[src/rtl/resp_chk_pkg.sv]
// Shared types and constants for the response checker.
// Holds the FSM state encoding, MISR constants and default widths.
package resp_chk_pkg;

  localparam int unsigned N_IN_DEF  = 3;
  localparam int unsigned OUT_W_DEF = 1;

  localparam int unsigned       MISR_W    = 16;
  localparam logic [MISR_W-1:0] MISR_POLY = 16'h1021; // x^16 + x^12 + x^5 + 1

  typedef enum logic [1:0] {
    IDLE = 2'd0,
    RUN  = 2'd1,
    DONE = 2'd2
  } state_t;

  // One Galois-style MISR step: shift, fold feedback, absorb din.
  function automatic logic [MISR_W-1:0] misr_next(input logic [MISR_W-1:0] sig,
                                                  input logic [MISR_W-1:0] din);
    logic [MISR_W-1:0] fb;
    fb = sig[MISR_W-1] ? MISR_POLY : {MISR_W{1'b0}};
    return {sig[MISR_W-2:0], 1'b0} ^ fb ^ din;
  endfunction

endpackage

[src/rtl/resp_misr.sv]
// 16-bit multiple-input signature register, seed 0.
// Used by resp_checker only when RESP_CHECKER_MISR_EN is defined.
module resp_misr import resp_chk_pkg::*; (
  input  logic              CK,
  input  logic              reset,
  input  logic              clr,
  input  logic              en,
  input  logic [MISR_W-1:0] din,
  output logic [MISR_W-1:0] sig
);

  // Signature register: clear takes priority over an update.
  always_ff @(posedge CK or posedge reset) begin
    if (reset) begin
      sig <= '0;
    end else if (clr) begin
      sig <= '0;
    end else if (en) begin
      sig <= misr_next(sig, din);
    end
  end

endmodule

[config.mk]
export PLATFORM = sky130hd
export DESIGN_NAME = resp_misr
export DESIGN_NICKNAME = d
export VERILOG_FILES = /design/src/rtl/resp_chk_pkg.sv /design/src/rtl/resp_misr.sv
export SDC_FILE = /design/constraint.sdc
export NUM_CORES = 1
export LEC_CHECK = 0
export CORE_ASPECT_RATIO = 1.4
export CORE_UTILIZATION = 38
export CTS_BUF_LIST = sky130_fd_sc_hd__clkbuf_4
export DETAILED_ROUTE_END_ITERATION = 8
export PLACE_DENSITY = 0.77
export SLEW_MARGIN = 40
export SYNTH_ARGS = -nofsm -noshare
export SYNTH_HDL_FRONTEND = slang
export SYNTH_SLANG_ARGS = --single-unit
[constraint.sdc]
create_clock -name CK -period 1 [get_ports CK]
set_input_delay 0.15 -clock CK [delete_from_list [all_inputs] [get_ports CK]]
set_output_delay 0.15 -clock CK [all_outputs]
set_load 0.05 [all_outputs]
==> Yosys cells after proc, flatten, opt, wreduce, memory -nomap -nowiden <==
Cells that the tools add are included.
{ "word_totals": {"reg_bits": 16, "rom_bits": 0, "memories": 0, "latch_bits": 0, "ram_bits": 0, "in_bits": 20} }
{ "classes": {"n_eq_ne": 0, "reduce_logical": 1, "bitwise": 2, "n_mul": 0, "addsub": 0, "shifts": 0, "div_mod_pow": 0, "magnitude_cmp": 0, "muxes": 3} }
{ "ops": {"columns": ["cell", "count"], "rows": [
  ["$mux W16", 2],
  ["$xor A16 B13 Y16", 1],
  ["$xor A16 B16 Y16", 1],
  ["$mux W13", 1],
  ["$reduce_bool A2 Y1", 1]
]} }

==> Longest topological paths before layout <==
{ "depth": {"depth_word": 5, "mapped_depth": 3, "depth_no_buf": 3} }

==> Least setup slack after synthesis <==
No wires, ideal clock.
{ "synth_path": {"kind": "register to register", "start": "register sig[15]", "end": "register sig[12]", "arrival_ns": 1.284, "path_stages_with_launch": 4, "setup_ns": 0.121, "t_required_ns": 0.879, "setup_slack_ns": -0.406, "cell_sequence": "dfrtp_1 xor3_1 mux2i_1 nor2_1"} }
{ "synth_via": {"elab_chain_cells": 5} }
{ "synth_lines": {"columns": ["element", "line_no", "source"], "rows": [
  ["start: declaration", "resp_misr.sv:9", "output logic [MISR_W-1:0] sig"],
  ["start signal: assignment", "resp_misr.sv:19", "sig <= misr_next(sig, din);"],
  ["$mux W13", "resp_chk_pkg.sv:21", "fb = sig[MISR_W-1] ? MISR_POLY : {MISR_W{1'b0}};"],
  ["$xor A16 B13 Y16", "resp_chk_pkg.sv:22", "return {sig[MISR_W-2:0], 1'b0} ^ fb ^ din;"],
  ["$xor A16 B16 Y16", "resp_chk_pkg.sv:22", null],
  ["$mux W16", "resp_misr.sv:18", "end else if (en) begin"],
  ["$mux W16", "resp_misr.sv:16", "end else if (clr) begin"]
]} }
No other way between the ends. The select of a mux whose other input is x is not followed.
A chain may end at the register's enable or synchronous reset.

==> Worst setup path after layout <==
{ "layout_path": {"start": "register sig[4]", "end": "register sig[5]"} }
{ "layout_via": {"elab_chain_cells": 4} }
{ "layout_lines": {"columns": ["element", "line_no"], "rows": [
  ["$xor A16 B13 Y16", "resp_chk_pkg.sv:22"],
  ["$xor A16 B16 Y16", "resp_chk_pkg.sv:22"],
  ["$mux W16", "resp_misr.sv:18"],
  ["$mux W16", "resp_misr.sv:16"]
]} }
No other way between the ends. The select of a mux whose other input is x is not followed.

==> flow_metrics.env <==
export IMPL_run_status="finished, violations left"
export IMPL_violations="setup timing"
export IMPL_power_density_nw_per_um2=1300
export IMPL_path_class="reg -> reg"
export IMPL_vias_per_cell=5.15
export IMPL_cts_tree="yes"
export IMPL_synth_distinct_cells=10
export IMPL_htreeDepth=1
export IMPL_syn_area_um2=785
export IMPL_yosys_warnings=0
export IMPL_core_um2=1950
export IMPL_insertion_delay_ns=0.27
export IMPL_grt_pass1_wl_mm=2.93
export IMPL_die_x_um=40.4
export IMPL_area_growth_pct=87.7
export IMPL_hpwl_mm=1.38
export IMPL_clock_sinks=16
export IMPL_period_needed_ns=1.16
export IMPL_io_buffers=35
export IMPL_netlist_instances=70
export IMPL_rows=19
export IMPL_grt_usage=0.185
export IMPL_wl_per_cell_um=15.5
export IMPL_largest_reg_flops=16
export IMPL_antenna_found_initial=0
export IMPL_reg_top3="sig: 16 flops"
export IMPL_cts_buffers=3
export IMPL_crit_fanout=3
export IMPL_finalCritPeriodShare=1.16
export IMPL_slowest_stage="dfrtp_2"
export IMPL_setup_viol=19
export IMPL_globalplace_congestion=0.673
export IMPL_num_antenna_cells=0
export IMPL_yosys_register_bits=16
export IMPL_hp_class="in -> async"
export IMPL_ant_nets=0
export IMPL_p_total_mw=1.92
export IMPL_clk_pin_slew_ns=0.08
export IMPL_wl_mm=2.05
export IMPL_fin_ws_ns=-0.164
export IMPL_postSynthAreaPerCell_um2=11.2
export IMPL_nets=133
export IMPL_arrival_ns=1.33
export IMPL_startpoint_type="register"
export IMPL_grt_max_degree=31
export IMPL_drtIter0Drc=5
export IMPL_cts_root_buf="clkbuf_4"
export IMPL_ys_seq_area_frac=0.510
export IMPL_io_pins=36
export IMPL_critical_path_top_delay_family="flip-flops"
export IMPL_grt_pass1_vias=672
export IMPL_ir_drop_uv=982
export IMPL_rsz0062_at_grt="yes"
export IMPL_slew_violations=0
export IMPL_remaining_drc_errors=0
export IMPL_end_kind="register"
export IMPL_synth_fp_nets=90
export IMPL_finalClockSkew_ns=0.000902
export IMPL_relSlewSlack=0.839
export IMPL_hold_violations=0
export IMPL_worstPathBufferInverterCount=0
export IMPL_synth_area_leaders="dfrtp_1, xnor2_1, a211oi_1, nor2_1, xor3_1"
export IMPL_n_fill_cell=135
export IMPL_synth_top_area_share=0.510
export IMPL_critical_path_max_stage_delay_ns=0.45
export IMPL_start_util=0.402
export IMPL_path_cells="xor3_1, mux2i_1, nor2_1"
export IMPL_dieArea_um2=2250
export IMPL_top_register="sig"
export IMPL_setup_tns_final_ns=-0.912
export IMPL_fmax_ghz=0.859
export IMPL_overflow=0
export IMPL_yosys_area_top_type="dfrtp_1"
export IMPL_drt_first_pass_iters=3
export IMPL_cap_violations=0
export IMPL_die_h_um=55.8
export IMPL_clock_path_buffers=2
export IMPL_worst_pin_slew_ns=0.239
export IMPL_vias=680
export IMPL_dpl_worst_slack_ns=-0.366
export IMPL_drive_gt1_frac=0.414
export IMPL_p_leak_nw=0.604
export IMPL_cp_required_ns=1.17
## what timing repair did
| action | CTS | global route |
|---|---|---|
| gates resized for setup | 1 | 6 |
| gates cloned | 0 | 1 |
| pin swaps | 2 | 1 |
| hold buffers | 0 | 0 |
| buffers inserted | 2 | 1 |
| endpoints found under the setup margin | 19 | 23 |
## synthesized netlist by cell type
cell and instances:
a211oi_1 14, buf_4 1, dfrtp_1 16, mux2i_1 2
nor2_1 16, xor3_1 2, xnor2_1 14, buf_2 2
inv_1 1, clkbuf_1 2
## per-layer routing
metal  vias up  GRT usage  share of wire
met4         0     0.0571         0.0049
met1       331      0.233           0.42
met5         -          0              0
met3         2     0.0320          0.052
met2        26      0.306           0.52
li1        321          -              -
## worst min-delay path, stage by stage
cell and delay, ns:
clkdlybuf4s50_1 0.40, inv_1 0.05, buf_4 0.22
## power by group
group          switching, mW  leakage [nW]  internal (mW)  total [mW]
clock network          0.174        0.0138          0.139       0.314
registers             0.0888         0.186          0.713       0.802
logic                  0.363         0.404          0.441       0.803
## final timing paths
kind                       cells past startpoint  endpoint  slack (ns)    from
min in group CK                                3   sig[13]        0.41      en
max                                            3    sig[5]       -0.16  sig[4]
max reg2reg                                    3    sig[5]       -0.16  sig[4]
min reg2reg                                    2    sig[7]        0.63  sig[6]
max in group asynchronous                      3    sig[2]        0.64   reset
min                                            3   sig[10]        0.17   reset
## kinds of logic after synthesis
| kind of cell | synth area share |
|---|---|
| mux | 0.0255 |
| compound gates | 0.134 |
| simple gates | 0.0766 |
| xor+xnor | 0.217 |
| flops | 0.510 |
| buf+inv | 0.0367 |
## placed cells by master (no fill, tap or decap), drive strengths merged
master / count
a211oi: 14
dlymetal6s2s: 1
mux2i: 2
buf: 23
nor2: 16
clkbuf: 4
clkdlybuf4s50: 18
xor3: 2
inv: 1
xnor2: 14
dfrtp: 16
## layout make-up
type	instances	area (um^2)	share of cell area
Timing Repair Buffer	43	627	0.426
Tap cell	21	26.3	0.0178
Clock buffer	3	22.5	0.0153
Sequential cell	16	420	0.285
Inverter	1	3.75	0.00255
Multi-Input combinational cell	48	373	0.253
## stage by stage
step | hold WS, ns | instance area [um^2] | instances | util
5_1_grt | 0.191 | 1470 | 132 | 0.755
3_5_place_dp | 0.470 | 1370 | 125 | 0.703
2_1_floorplan | 0.0638 | 805 | 70 | -
3_3_place_gp | 0.476 | 1370 | 125 | 0.703
6_report | 0.175 | 1470 | 132 | 0.755
4_1_cts | 0.181 | 1410 | 130 | 0.725
Note: power is estimated with default switching activity, not from simulation.
